[config.mk]
export PLATFORM = sky130hd
export DESIGN_NAME = ram_bus_bridge
export DESIGN_NICKNAME = d
export VERILOG_FILES = /design/src/rtl/ram_bridge_pkg.sv /design/src/rtl/resp_fifo.sv /design/src/rtl/ram_bus_bridge.sv
export SDC_FILE = /design/constraint.sdc
export NUM_CORES = 1
export LEC_CHECK = 0
export ABC_CLOCK_PERIOD_IN_PS = 2900
export CORE_UTILIZATION = 37
export CTS_BUF_LIST = sky130_fd_sc_hd__clkbuf_16
export DETAILED_ROUTE_END_ITERATION = 10
export PLACE_DENSITY = 0.77
export SLEW_MARGIN = 5
export SYNTH_ARGS = -nofsm -noshare
export SYNTH_HDL_FRONTEND = slang
export SYNTH_HIERARCHICAL = 1
export SYNTH_SLANG_ARGS = --single-unit
[constraint.sdc]
create_clock -name clk -period 2.9 [get_ports clk]
set_input_delay 0.58 -clock clk [delete_from_list [all_inputs] [get_ports clk]]
set_output_delay 0.58 -clock clk [all_outputs]
set_load 0.005 [all_outputs]
[src/rtl/ram_bridge_pkg.sv]
// ============================================================================
// Module : ram_bridge_pkg
// Brief  : Shared constants and request type for the RAM bus bridge.
// Rev    : 1.0
// ============================================================================
`default_nettype none

package ram_bridge_pkg;

  localparam int BE_WIDTH       = 4;
  localparam int REQ_ADDR_WIDTH = 10;
  localparam int REQ_DATA_WIDTH = 32;

  typedef struct packed {
    logic [REQ_ADDR_WIDTH-1:0] addr;
    logic                      we;
    logic [BE_WIDTH-1:0]       be;
    logic [REQ_DATA_WIDTH-1:0] wdata;
  } ram_req_t;

endpackage

`default_nettype wire

[src/rtl/resp_fifo.sv]
// ============================================================================
// Module : resp_fifo
// Brief  : Synchronous FIFO with same-cycle push/pop, count and head output.
// Rev    : 1.0
// ============================================================================
`default_nettype none

module resp_fifo #(
  parameter int DEPTH = 2,
  parameter int WIDTH = 32
) (
  input  logic                           clk,
  input  logic                           reset,
  input  logic                           push,
  input  logic [WIDTH-1:0]               push_data,
  input  logic                           pop,
  output logic [WIDTH-1:0]               head,
  output logic [$clog2(DEPTH+1)-1:0]     count
);

  localparam int CNT_W = $clog2(DEPTH + 1);
  localparam int PTR_W = (DEPTH > 1) ? $clog2(DEPTH) : 1;
  localparam logic [PTR_W-1:0] LAST_PTR = PTR_W'(DEPTH - 1);
  localparam logic [CNT_W-1:0] FULL_CNT = CNT_W'(DEPTH);

  logic [WIDTH-1:0] mem [DEPTH];
  logic [PTR_W-1:0] rd_ptr;
  logic [PTR_W-1:0] wr_ptr;

  function automatic logic [PTR_W-1:0] ptr_next(input logic [PTR_W-1:0] p);
    return (p == LAST_PTR) ? '0 : p + 1'b1;
  endfunction

  assign head = mem[rd_ptr];

  always_ff @(posedge clk) begin
    if (push) begin
      mem[wr_ptr] <= push_data;
    end
  end

  always_ff @(posedge clk) begin
    if (reset) begin
      rd_ptr <= '0;
      wr_ptr <= '0;
      count  <= '0;
    end else begin
      if (push) begin
        wr_ptr <= ptr_next(wr_ptr);
      end
      if (pop) begin
        rd_ptr <= ptr_next(rd_ptr);
      end
      if (push && !pop) begin
        count <= count + 1'b1;
      end else if (pop && !push) begin
        count <= count - 1'b1;
      end
    end
  end

`ifndef SYNTHESIS
  a_no_overflow: assert property (@(posedge clk) disable iff (reset)
    !(push && count == FULL_CNT));
`endif

endmodule

`default_nettype wire

[src/rtl/ram_bus_bridge.sv]
// ============================================================================
// Module : ram_bus_bridge
// Brief  : Valid/ready master to single-port RAM adapter with in-order reads.
// Rev    : 1.0
// ============================================================================
`default_nettype none

module ram_bus_bridge
  import ram_bridge_pkg::*;
#(
  parameter int ADDR_WIDTH = 10,
  parameter int DATA_WIDTH = 32,
  parameter int RESP_DEPTH = 2
) (
  input  logic                  clk,
  input  logic                  reset,
  input  logic                  req_valid,
  output logic                  req_ready,
  input  logic [ADDR_WIDTH-1:0] req_addr,
  input  logic                  req_we,
  input  logic [BE_WIDTH-1:0]   req_be,
  input  logic [DATA_WIDTH-1:0] req_wdata,
  output logic                  resp_valid,
  input  logic                  resp_ready,
  output logic [DATA_WIDTH-1:0] resp_rdata,
  output logic                  ram_en,
  output logic                  ram_we,
  output logic [BE_WIDTH-1:0]   ram_be,
  output logic [ADDR_WIDTH-1:0] ram_addr,
  output logic [DATA_WIDTH-1:0] ram_data_w,
  input  logic [DATA_WIDTH-1:0] ram_data_r
);

  localparam int CNT_W = $clog2(RESP_DEPTH + 1);
  localparam logic [CNT_W:0] DEPTH_LIM = (CNT_W + 1)'(RESP_DEPTH);

  logic                  accept;
  logic                  rd_inflight;
  logic                  fifo_empty;
  logic                  bypass_take;
  logic                  push;
  logic                  pop;
  logic [CNT_W-1:0]      fifo_count;
  logic [CNT_W:0]        occ;
  logic [DATA_WIDTH-1:0] fifo_head;

  // A read in flight already owns a FIFO slot, so it counts toward occupancy.
  assign occ       = {1'b0, fifo_count} + {{CNT_W{1'b0}}, rd_inflight};
  assign req_ready = (occ < DEPTH_LIM);
  assign accept    = req_valid & req_ready;

  assign ram_en     = accept;
  assign ram_we     = accept & req_we;
  assign ram_be     = req_be;
  assign ram_addr   = req_addr;
  assign ram_data_w = req_wdata;

  always_ff @(posedge clk) begin
    if (reset) begin
      rd_inflight <= 1'b0;
    end else begin
      rd_inflight <= accept & ~req_we;
    end
  end

  // RAM data goes straight out when nothing older is queued ahead of it.
  assign fifo_empty  = (fifo_count == '0);
  assign resp_valid  = ~fifo_empty | rd_inflight;
  assign resp_rdata  = fifo_empty ? ram_data_r : fifo_head;
  assign bypass_take = rd_inflight & fifo_empty & resp_ready;
  assign push        = rd_inflight & ~bypass_take;
  assign pop         = ~fifo_empty & resp_ready;

  resp_fifo #(
    .DEPTH (RESP_DEPTH),
    .WIDTH (DATA_WIDTH)
  ) u_fifo (
    .clk       (clk),
    .reset     (reset),
    .push      (push),
    .push_data (ram_data_r),
    .pop       (pop),
    .head      (fifo_head),
    .count     (fifo_count)
  );

endmodule

`default_nettype wire

==> results_dict.tcl, run 1 <==
set metrics [dict create \
    outcome "complete, no violations" \
    grt_pass1_wl_um 8980 \
    antenna_found_initial 0 \
    cts_setup_buffers 0 \
    die_height_um 98.6 \
    synthTopCellsByArea "edfxtp_1 (56%), mux2_4 (12%), mux2_2 (11%), buf_4 (10%), dfxtp_1 (3.5%)" \
    grt_start_max_net_pins 35 \
    area_growth_pct 22.3 \
    synth-compound-area-share_pct 0.798 \
    pwr-share-seq_pct 33.1 \
    ir_worst_vdd_mv 0.494 \
    hold_violations 0 \
    dp.final_hpwl_um 3790 \
    clk_latency_ps 320 \
    postPlaceCellArea_um2 3960 \
    ff2ff_path_depth 6 \
    layout-drive-gt1-share_pct 33.9 \
    p_leak_nw 1.54 \
    clock-skew-final_ps 7.68 \
    synth_area_um2 3450 \
    hp-start "u_fifo/rd_ptr" \
    comb_power_share_pct 41.2 \
    cp-start-kind "flop" \
    placementRows 34 \
    cp_max_fo 17 \
    fin_setup_tns_ps 0 \
    crit_path_end_kind "output pin" \
    p_switching_uw 938 \
    overflow 0 \
    synth.distinct_cells 24 \
    io_buffers 72 \
    maxCapViolations 0 \
    drc 0 \
    synth_top_area_share_pct 55.7 \
    htree_num_levels 3 \
    slowest_delay_ps 480 \
    core-area_um2 8890 \
    dp_worst_setup_slack_ps 535 \
    gp_congestion 0.630 \
    critPathSlowestCell "clkdlybuf4s50_1" \
    yosys_warnings 6 \
    setup_ws_ps 298 \
    worst_slew_pin_slew_ps 483 \
    wirelength_um 5650 \
    ctsHoldBuffers 0 \
    rsz0062_at_grt "no" \
    max_freq_mhz 384 \
    numCtsBuffers 9 \
    clkPwrFrac_pct 25.8 \
    seqCellArea_um2 2040 \
    rrSetupSlack_ps 760 \
    p_int_mw 2.71 \
    synth_commonest_cells "edfxtp_1 (64), buf_4 (46), mux2_2 (34)" \
    fin_total_pwr_mw 3.65 \
    crit_type "reg -> out" \
    cts_num_sinks 70 \
    setup_viol 0 \
    final_nets 333 \
    yosys.area.top_type "edfxtp_1" \
    stdcell_count 362 \
    timing.rr.end "u_fifo/count[1]" \
    max-slew-margin-rel_pct 67.5 \
    synth_area_per_cell_um2 16.3 \
    async_flop_share_pct 0 \
    dpl.cell_count 346 \
    cp_data_arrival_time_ps 2020 \
    final_area_um2 4220 \
    fillers 779 \
    syn_nets 296 \
    synth_simple_gate_area_share_pct 2.50 \
    die_w_um 98.6 \
    cp.required_ps 2320 \
    ys.flop_type "edfxtp_1" \
    cts_tree "yes" \
    switching_share_pct 25.7 \
    synthAdderAreaFrac_pct 0.363 \
    wl_per_cell_um 15.6 \
    root_buffer "clkbuf_16" \
    hold_class "reg -> reg" \
    globalRouteTotalUtil_pct 12.3 \
    synth_edf_count 64 \
    clkTransAtPathRegs_ps 50 \
    cts_buffer_depth 2 \
    drt_first_iter_violations 70 \
    start_util_pct 38.8 \
    multi_input_area_um2 996 \
    dieArea_um2 9720 \
    syn_inst 212 \
    antenna_left 0 \
    viasPerCell 4.73 \
    synth-seq-area-share_pct 59.2 \
    drv_slew 0 \
    first_global_vias 1808 \
    power_density_nw_per_um2 864 \
    ios 165 \
    muxShareOfSynthArea_pct 23.9 \
    synth_top_family_by_area "multiplexers" \
    crit-reg2reg-launch "u_fifo/count[0]" \
    vias 1713 \
    holdPathStages 2 \
    synth_seq_cells 70 \
    synth_most_common_cell "edfxtp_1" \
    period_minus_slack_ps 2600 \
    crit_path_cell_trace "buf_4 -> mux2_2 -> mux2_4 -> clkdlybuf4s50_1" \
    synth-xor-area-share_pct 1.02 \
    first_pass_iters 4 \
    cts_resized 0 \
    min_period_over_period_pct 89.7 \
    antenna_cells 0 \
]
flip-flops by register name, summed over array words and instances (netlist names), named ones only:
| register | flops |
|---|---|
| u_fifo/rd_ptr | 1 |
| u_fifo/count | 2 |
| rd_inflight | 1 |
| u_fifo/mem | 64 |
| u_fifo/wr_ptr | 1 |
per-stage QoR:
step,hold slack [ps],utilization [%]
3_5_place_dp,511,44.6
3_3_place_gp,496,44.6
4_1_cts,536,47.5
2_1_floorplan,481,-
6_report,523,47.5
5_1_grt,573,47.5
worst max-delay path: cells and delay by family (launching register included):
kind                   cells  cell delay, ps
muxes                      2             620
DFF                        1             320
buffers and inverters      2             740
layer usage:
metal / vias to the layer above / track usage [%] / wire (um)
met1: 823 / 14.3 / 2420
met3: 16 / 5.04 / 368
met4: 0 / 6.31 / 104
li1: 809 / - / -
met2: 65 / 19.5 / 2760
met5: - / 0 / 0
area by class of cell:
cell class | count | area share, %
clock inverters | 7 | 0.771
inverters | 1 | 0.0889
clock buffers | 9 | 5.34
repair buffers | 79 | 18.6
well taps | 108 | 3.20
multi-input cells | 88 | 23.6
flip-flops and latches | 70 | 48.4
power by group through the flow:
| stage | combinational, mW | sequential (mW) | clock [mW] |
|---|---|---|---|
| floorplan | 0.995 | 1.22 | 0 |
| global placement | 1.51 | 1.22 | 0 |
| detailed placement | 1.52 | 1.23 | 0 |
| CTS | 1.53 | 1.21 | 0.968 |
| global route | 1.60 | 1.22 | 1.01 |
| finish | 1.50 | 1.21 | 0.940 |
layout by cell type, fill, tap and decap left out:
cell / n
nor2b_1: 1
nor2_1: 4
dfxtp_1: 6
nand2b_1: 1
and4b_1: 1
buf_4: 6
a21boi_0: 1
nor4b_1: 1
buf_12: 1
clkbuf_16: 9
mux2_1: 2
edfxtp_1: 64
clkdlybuf4s50_1: 72
nand2_1: 1
ha_1: 1
nor2_4: 1
o21ai_0: 1
mux2_2: 34
nor2b_4: 1
a21oi_1: 3
or3_1: 2
xnor2_1: 2
clkinv_1: 1
mux2_4: 28
inv_1: 2
clkinv_2: 5
and2_2: 1
xor2_1: 2
cell families (layout without fill, tap and decap cells):
group                    count (synthesis)  count (layout)
AO/OA/AOI/OAI                            5               5
XOR/XNOR                                 4               4
buffers and inverters                   54              96
adder cells (fa/ha/maj)                  1               1
flip-flops                              70              70
AND/OR/NAND/NOR                         14              14
multiplexers                            64              64
worst max-delay path by stage:
stage                          from          endpoint  slack, ps  depth (start not counted)
floorplan           u_fifo/count[0]  u_fifo/mem[0][0]        490                          4
global placement     ram_data_r[16]    resp_rdata[16]        540                          3
detailed placement        req_valid            ram_en        540                          4
CTS                            flop    resp_rdata[16]        270                          4
global route                   flop    resp_rdata[16]        220                          4
finish                         flop    resp_rdata[16]        300                          4
Power figures use the tool's default switching activity.
==> run 2: changes to the inputs <==
Settings changed: REMOVE_ABC_BUFFERS set to 1, SYNTH_HIERARCHICAL 1 to unset.
==> results_dict.tcl, run 2 <==
set metrics [dict create \
    outcome "complete, no violations" \
    hp-start "u_fifo.rd_ptr" \
    core-area_um2 8760 \
    numCtsBuffers 9 \
    die_height_um 97.2 \
    timing.rr.end "u_fifo.mem[1][15]" \
    cp_data_arrival_time_ps 2200 \
    vias 2014 \
    synth_simple_gate_area_share_pct 6.94 \
    antenna_found_initial 0 \
    antenna_left 0 \
    globalRouteMet1Util_pct 23.8 \
    final_cell_mix "clkdlybuf4s50_1 (72), edfxtp_1 (64), mux2i_1 (33)" \
    antenna_cells 0 \
    area_growth_pct 24.1 \
    path_buf_inv 2 \
    first_global_vias 2007 \
    synth_top_area_share_pct 57.3 \
    synth-compound-area-share_pct 7.42 \
    synth_top_family_by_area "buffers and inverters" \
    grt_pass1_wl_um 12600 \
    io_buffers 72 \
    final_nets 369 \
    wirelength_um 8490 \
    drc 0 \
    final_area_um2 4160 \
    comb_power_share_pct 9.4 \
    placementRows 34 \
    cts_buffer_depth 2 \
    ios 165 \
    grt_most_used_layer "met1" \
    viasPerCell 5.05 \
    met3_usage_pct 13.1 \
    ctsHoldBuffers 0 \
    layout-drive-gt1-share_pct 17.5 \
    yosys.area.top_type "edfxtp_1" \
    synth-xor-area-share_pct 0.522 \
    root_buffer "clkbuf_16" \
    synth_seq_cells 70 \
    synth-seq-area-share_pct 60.9 \
    synth_area_um2 3350 \
    p_leak_nw 1.35 \
    max_freq_mhz 360 \
    hold_class "reg -> reg" \
    syn_inst 254 \
    max-slew-margin-rel_pct 62.0 \
    overflow 0 \
    clk_latency_ps 320 \
    postPlaceCellArea_um2 3840 \
    drv_slew 0 \
    dpl.cell_count 382 \
    cts_num_sinks 70 \
    power_density_nw_per_um2 598 \
    ir_worst_vdd_mv 0.250 \
    dieArea_um2 9450 \
    hold_violations 0 \
    synth_most_common_cell "edfxtp_1" \
    holdPathStages 2 \
    p_int_mw 2.00 \
    final_common_cell "clkdlybuf4s50_1" \
    regMostFlops "u_fifo.mem" \
    rrSetupSlack_ps 650 \
    gp_congestion 0.668 \
    crit_path_cell_trace "or2_4 -> buf_12 -> nor2_1 -> a21oi_1 -> clkdlybuf4s50_1" \
    stdcell_count 399 \
    globalRouteTotalUtil_pct 18.2 \
    synth_commonest_cells "edfxtp_1 (64), buf_4 (46), mux2i_1 (33)" \
    switching_share_pct 19.6 \
    cts_tree "yes" \
    crit_type "reg -> out" \
    maxCapViolations 0 \
    start_util_pct 38.3 \
    clkTransAtPathRegs_ps 50 \
    reg_top3 "u_fifo.mem: 64 flops, u_fifo.count: 2 flops" \
    first_pass_iters 6 \
    largest_reg_flops 64 \
    synthAdderAreaFrac_pct 0 \
    synth.distinct_cells 26 \
    ff2ff_path_depth 4 \
    clkPwrFrac_pct 45.5 \
    cts_resized 0 \
    die_w_um 97.2 \
    cp_max_fo 25 \
    period_minus_slack_ps 2780 \
    worst_slew_pin_slew_ps 570 \
    pwr-share-seq_pct 45.1 \
    dp.final_hpwl_um 5870 \
    min_period_over_period_pct 95.8 \
    clock-skew-final_ps 4.84 \
    ys.flop_type "edfxtp_1" \
    slowest_delay_ps 530 \
    rsz0062_at_grt "no" \
    crit_path_end_kind "output pin" \
    cp.required_ps 2320 \
    synth_edf_count 64 \
    grtUsageMet2_pct 22.4 \
    setup_viol 0 \
    drt_first_iter_violations 65 \
    cp_top_family "buffers and inverters" \
    synth_area_per_cell_um2 13.2 \
    wl_per_cell_um 21.3 \
    p_switching_uw 487 \
    synthTopCellsByArea "edfxtp_1 (57%), buf_4 (10%), mux2i_1 (9.8%), dfxtp_1 (3.6%), a21oi_2 (3.4%)" \
    async_flop_share_pct 0 \
    htree_num_levels 3 \
    muxShareOfSynthArea_pct 10.2 \
    yosys_warnings 0 \
    cp-start-kind "flop" \
    grt_start_max_net_pins 26 \
    critPathSlowestCell "clkdlybuf4s50_1" \
    crit-reg2reg-launch "u_fifo.count[1]" \
]
run 2: cell types whose count changed after synthesis, moves of 5 or more:
cell	before	now
a21oi_1	3	21
a21oi_2	0	13
buf_2	0	5
nor2_2	0	11
mux2i_1	0	33
mux2_4	28	0
nor2_1	4	28
mux2_2	34	0
run 2: worst max path at each step:
stage / start / end / slack (ps) / cells after the start
after floorplan: u_fifo.count[0] / u_fifo.mem[0][0] / -30 / 3
after global placement: req_valid / ram_we / 310 / 5
after detailed placement: req_valid / ram_we / 310 / 5
after CTS: u_fifo.count[1] / resp_rdata[19] / 130 / 5
after global routing: u_fifo.count[1] / resp_rdata[10] / 10 / 5
final: u_fifo.count[1] / resp_rdata[19] / 120 / 5
run 2: routing by layer:
metal	part of all wire (%)	wire length, um
met2	39	3300
met5	1.0	87
met3	14	1190
met4	1.1	97
met1	45	3810
run 2: layout make-up:
type                       count  area, um^2
clock buffer                   9         225
clock inverter                 7        88.8
fill                         782        4600
inverter                       3        11.3
multi-input combinational    123         862
sequential                    70        2040
tap                          108         135
timing repair buffer          79         798
run 2: cells by family after synthesis:
family          Yosys count
compound gates           38
xor+xnor                  2
buf+inv                  62
flops                    70
mux                      34
simple gates             48
run 2: worst reg2reg max path, delay by kind of cell, from the launching register on:
kind                   cells  cell delay [ps]
and+or+nand+nor            2              930
DFF                        1              510
buffers and inverters      1              310
AOI/OAI and AO/OA          1              200
run 2: through the flow:
| step | util (%) | hold slack (ps) | setup WS, ps | setup TNS [ps] | total power [mW] |
|---|---|---|---|---|---|
| 2_1_floorplan | - | 472 | -25.9 | -1660 | 1.22 |
| 3_3_place_gp | 43.9 | 486 | 309 | 0 | 1.37 |
| 3_5_place_dp | 43.9 | 497 | 305 | 0 | 1.38 |
| 4_1_cts | 47.5 | 544 | 125 | 0 | 2.52 |
| 5_1_grt | 47.5 | 578 | 12.1 | 0 | 2.57 |
| 6_report | 47.5 | 530 | 121 | 0 | 2.49 |
run 2: timing repair:
action | in CTS | in global routing
setup endpoints to repair | 1 | 0
hold endpoints to repair | 0 | 0
setup buffers | 0 | 0
run 2: power groups by stage:
| stage | logic, mW | clock network, mW | registers, mW |
|---|---|---|---|
| 2_1_floorplan | 0.0776 | 0 | 1.15 |
| 6_report | 0.235 | 1.13 | 1.12 |
| 4_1_cts | 0.238 | 1.16 | 1.12 |
| 3_5_place_dp | 0.235 | 0 | 1.14 |
| 5_1_grt | 0.255 | 1.20 | 1.12 |
| 3_3_place_gp | 0.231 | 0 | 1.14 |
==> run 3: changes to the inputs <==
Settings changed: CORE_MARGIN set to 10, SLEW_MARGIN 5 to unset.
==> results_dict.tcl, run 3 (synthesis gave the netlist of run 2 again) <==
set metrics [dict create \
    outcome "complete, no violations" \
    cts_setup_buffers 0 \
    io_buffers 72 \
    min_period_over_period_pct 93.9 \
    numCtsBuffers 9 \
    globalRouteTotalUtil_pct 13.2 \
    final_common_cell "clkdlybuf4s50_1" \
    drt_first_iter_violations 101 \
    clkTransAtPathRegs_ps 50 \
    layout-drive-gt1-share_pct 17.8 \
    ctsHoldBuffers 0 \
    cts_tree "yes" \
    met3_usage_pct 11.5 \
    final_cell_mix "clkdlybuf4s50_1 (72), edfxtp_1 (64), mux2i_1 (33)" \
    rrSetupSlack_ps 1000 \
    gp_congestion 0.690 \
    power_density_nw_per_um2 579 \
    placementRows 34 \
    wl_per_cell_um 22.3 \
    fillers 798 \
    max_freq_mhz 367 \
    antenna_cells 0 \
    viasPerCell 4.99 \
    cp-start-kind "flop" \
    cp_data_arrival_time_ps 2140 \
    timing.rr.end "u_fifo.mem[0][11]" \
    clock-skew-final_ps 6.25 \
    dieArea_um2 13300 \
    crit_path_end_kind "output pin" \
    grtUsageMet2_pct 15.9 \
    start_util_pct 38.3 \
    setup_ws_ps 177 \
    max-slew-margin-rel_pct 69.4 \
    vias 1994 \
    cts_resized 0 \
    hold_class "reg -> reg" \
    die_height_um 115 \
    first_pass_iters 4 \
    overflow 0 \
    worst_slew_pin_slew_ps 459 \
    fin_total_pwr_mw 2.40 \
    crit_type "reg -> out" \
    die_w_um 115 \
    wirelength_um 8910 \
    clk_latency_ps 320 \
    dp.final_hpwl_um 6480 \
    crit_path_end "resp_rdata[29]" \
    fin_setup_tns_ps 0 \
    cts_num_sinks 70 \
    grt_most_used_layer "met2" \
    ff2ff_path_depth 4 \
    antenna_left 0 \
    area_growth_pct 23.3 \
    first_global_vias 2060 \
    final_nets 370 \
    hold_violations 0 \
    cp.required_ps 2320 \
    crit-reg2reg-launch "u_fifo.count[0]" \
    drc 0 \
    drv_slew 0 \
    stdcell_count 400 \
    grt_start_max_net_pins 35 \
    regMostFlops "u_fifo.mem" \
    largest_reg_flops 64 \
    grt_pass1_wl_um 12900 \
    period_minus_slack_ps 2720 \
    setup_viol 0 \
    maxCapViolations 0 \
    fin_hold_ws_ps 502 \
    root_buffer "clkbuf_16" \
    cts_buffer_depth 2 \
    dp_worst_setup_slack_ps 289 \
    ios 165 \
    antenna_found_initial 0 \
    reg_top3 "u_fifo.mem: 64 flops, u_fifo.count: 2 flops" \
    startpoint "u_fifo.count[0]" \
    htree_num_levels 3 \
    globalRouteMet1Util_pct 15.9 \
    final_util_pct 47.2 \
    cp_max_fo 17 \
    ir_worst_vdd_mv 0.270 \
    dpl.cell_count 383 \
    core-area_um2 8760 \
    p_leak_nw 1.35 \
    final_area_um2 4140 \
    postPlaceCellArea_um2 3840 \
]
==> run 3: worst min-delay path by stage <==
stage	startpoint	to	slack [ps]	cells past startpoint
6_report	u_fifo.rd_ptr	flop	500	2
5_1_grt	u_fifo.rd_ptr	flop	540	2
4_1_cts	u_fifo.rd_ptr	flop	500	2
3_5_place_dp	u_fifo.rd_ptr	flop	490	2
3_3_place_gp	u_fifo.rd_ptr	u_fifo.rd_ptr	490	2
2_1_floorplan	u_fifo.rd_ptr	flop	470	2
==> run 3: per-layer routing <==
metal  up-vias  wire length [um]  share of wire, %
met3        14              1410                16
met2       114              3470                39
met4         4                98               1.1
met5         -                98               1.1
met1       941              3840                43
li1        921                 -                 -
==> run 3: worst max-delay path: stages (launching register included) <==
cell	delay [ps]
dfxtp_1	520
or2_4	370
buf_4	240
nor2_1	50
a21oi_1	120
clkdlybuf4s50_1	520
==> run 3: area by class of cell <==
| type | count | area, um^2 | share of cell area (%) |
|---|---|---|---|
| clock buffer | 9 | 225 | 5.45 |
| clock inverter | 7 | 65.1 | 1.57 |
| inverter | 3 | 11.3 | 0.272 |
| multi-input combinational | 123 | 862 | 20.8 |
| sequential | 70 | 2040 | 49.4 |
| tap | 108 | 135 | 3.27 |
| timing repair buffer | 80 | 793 | 19.2 |
==> run 3: power by group <==
| group | internal [mW] | switching, mW | leakage [nW] | total (mW) |
|---|---|---|---|---|
| registers | 1.12 | 0.00590 | 0.627 | 1.12 |
| clock network | 0.659 | 0.377 | 0.148 | 1.04 |
| logic | 0.141 | 0.0957 | 0.578 | 0.237 |
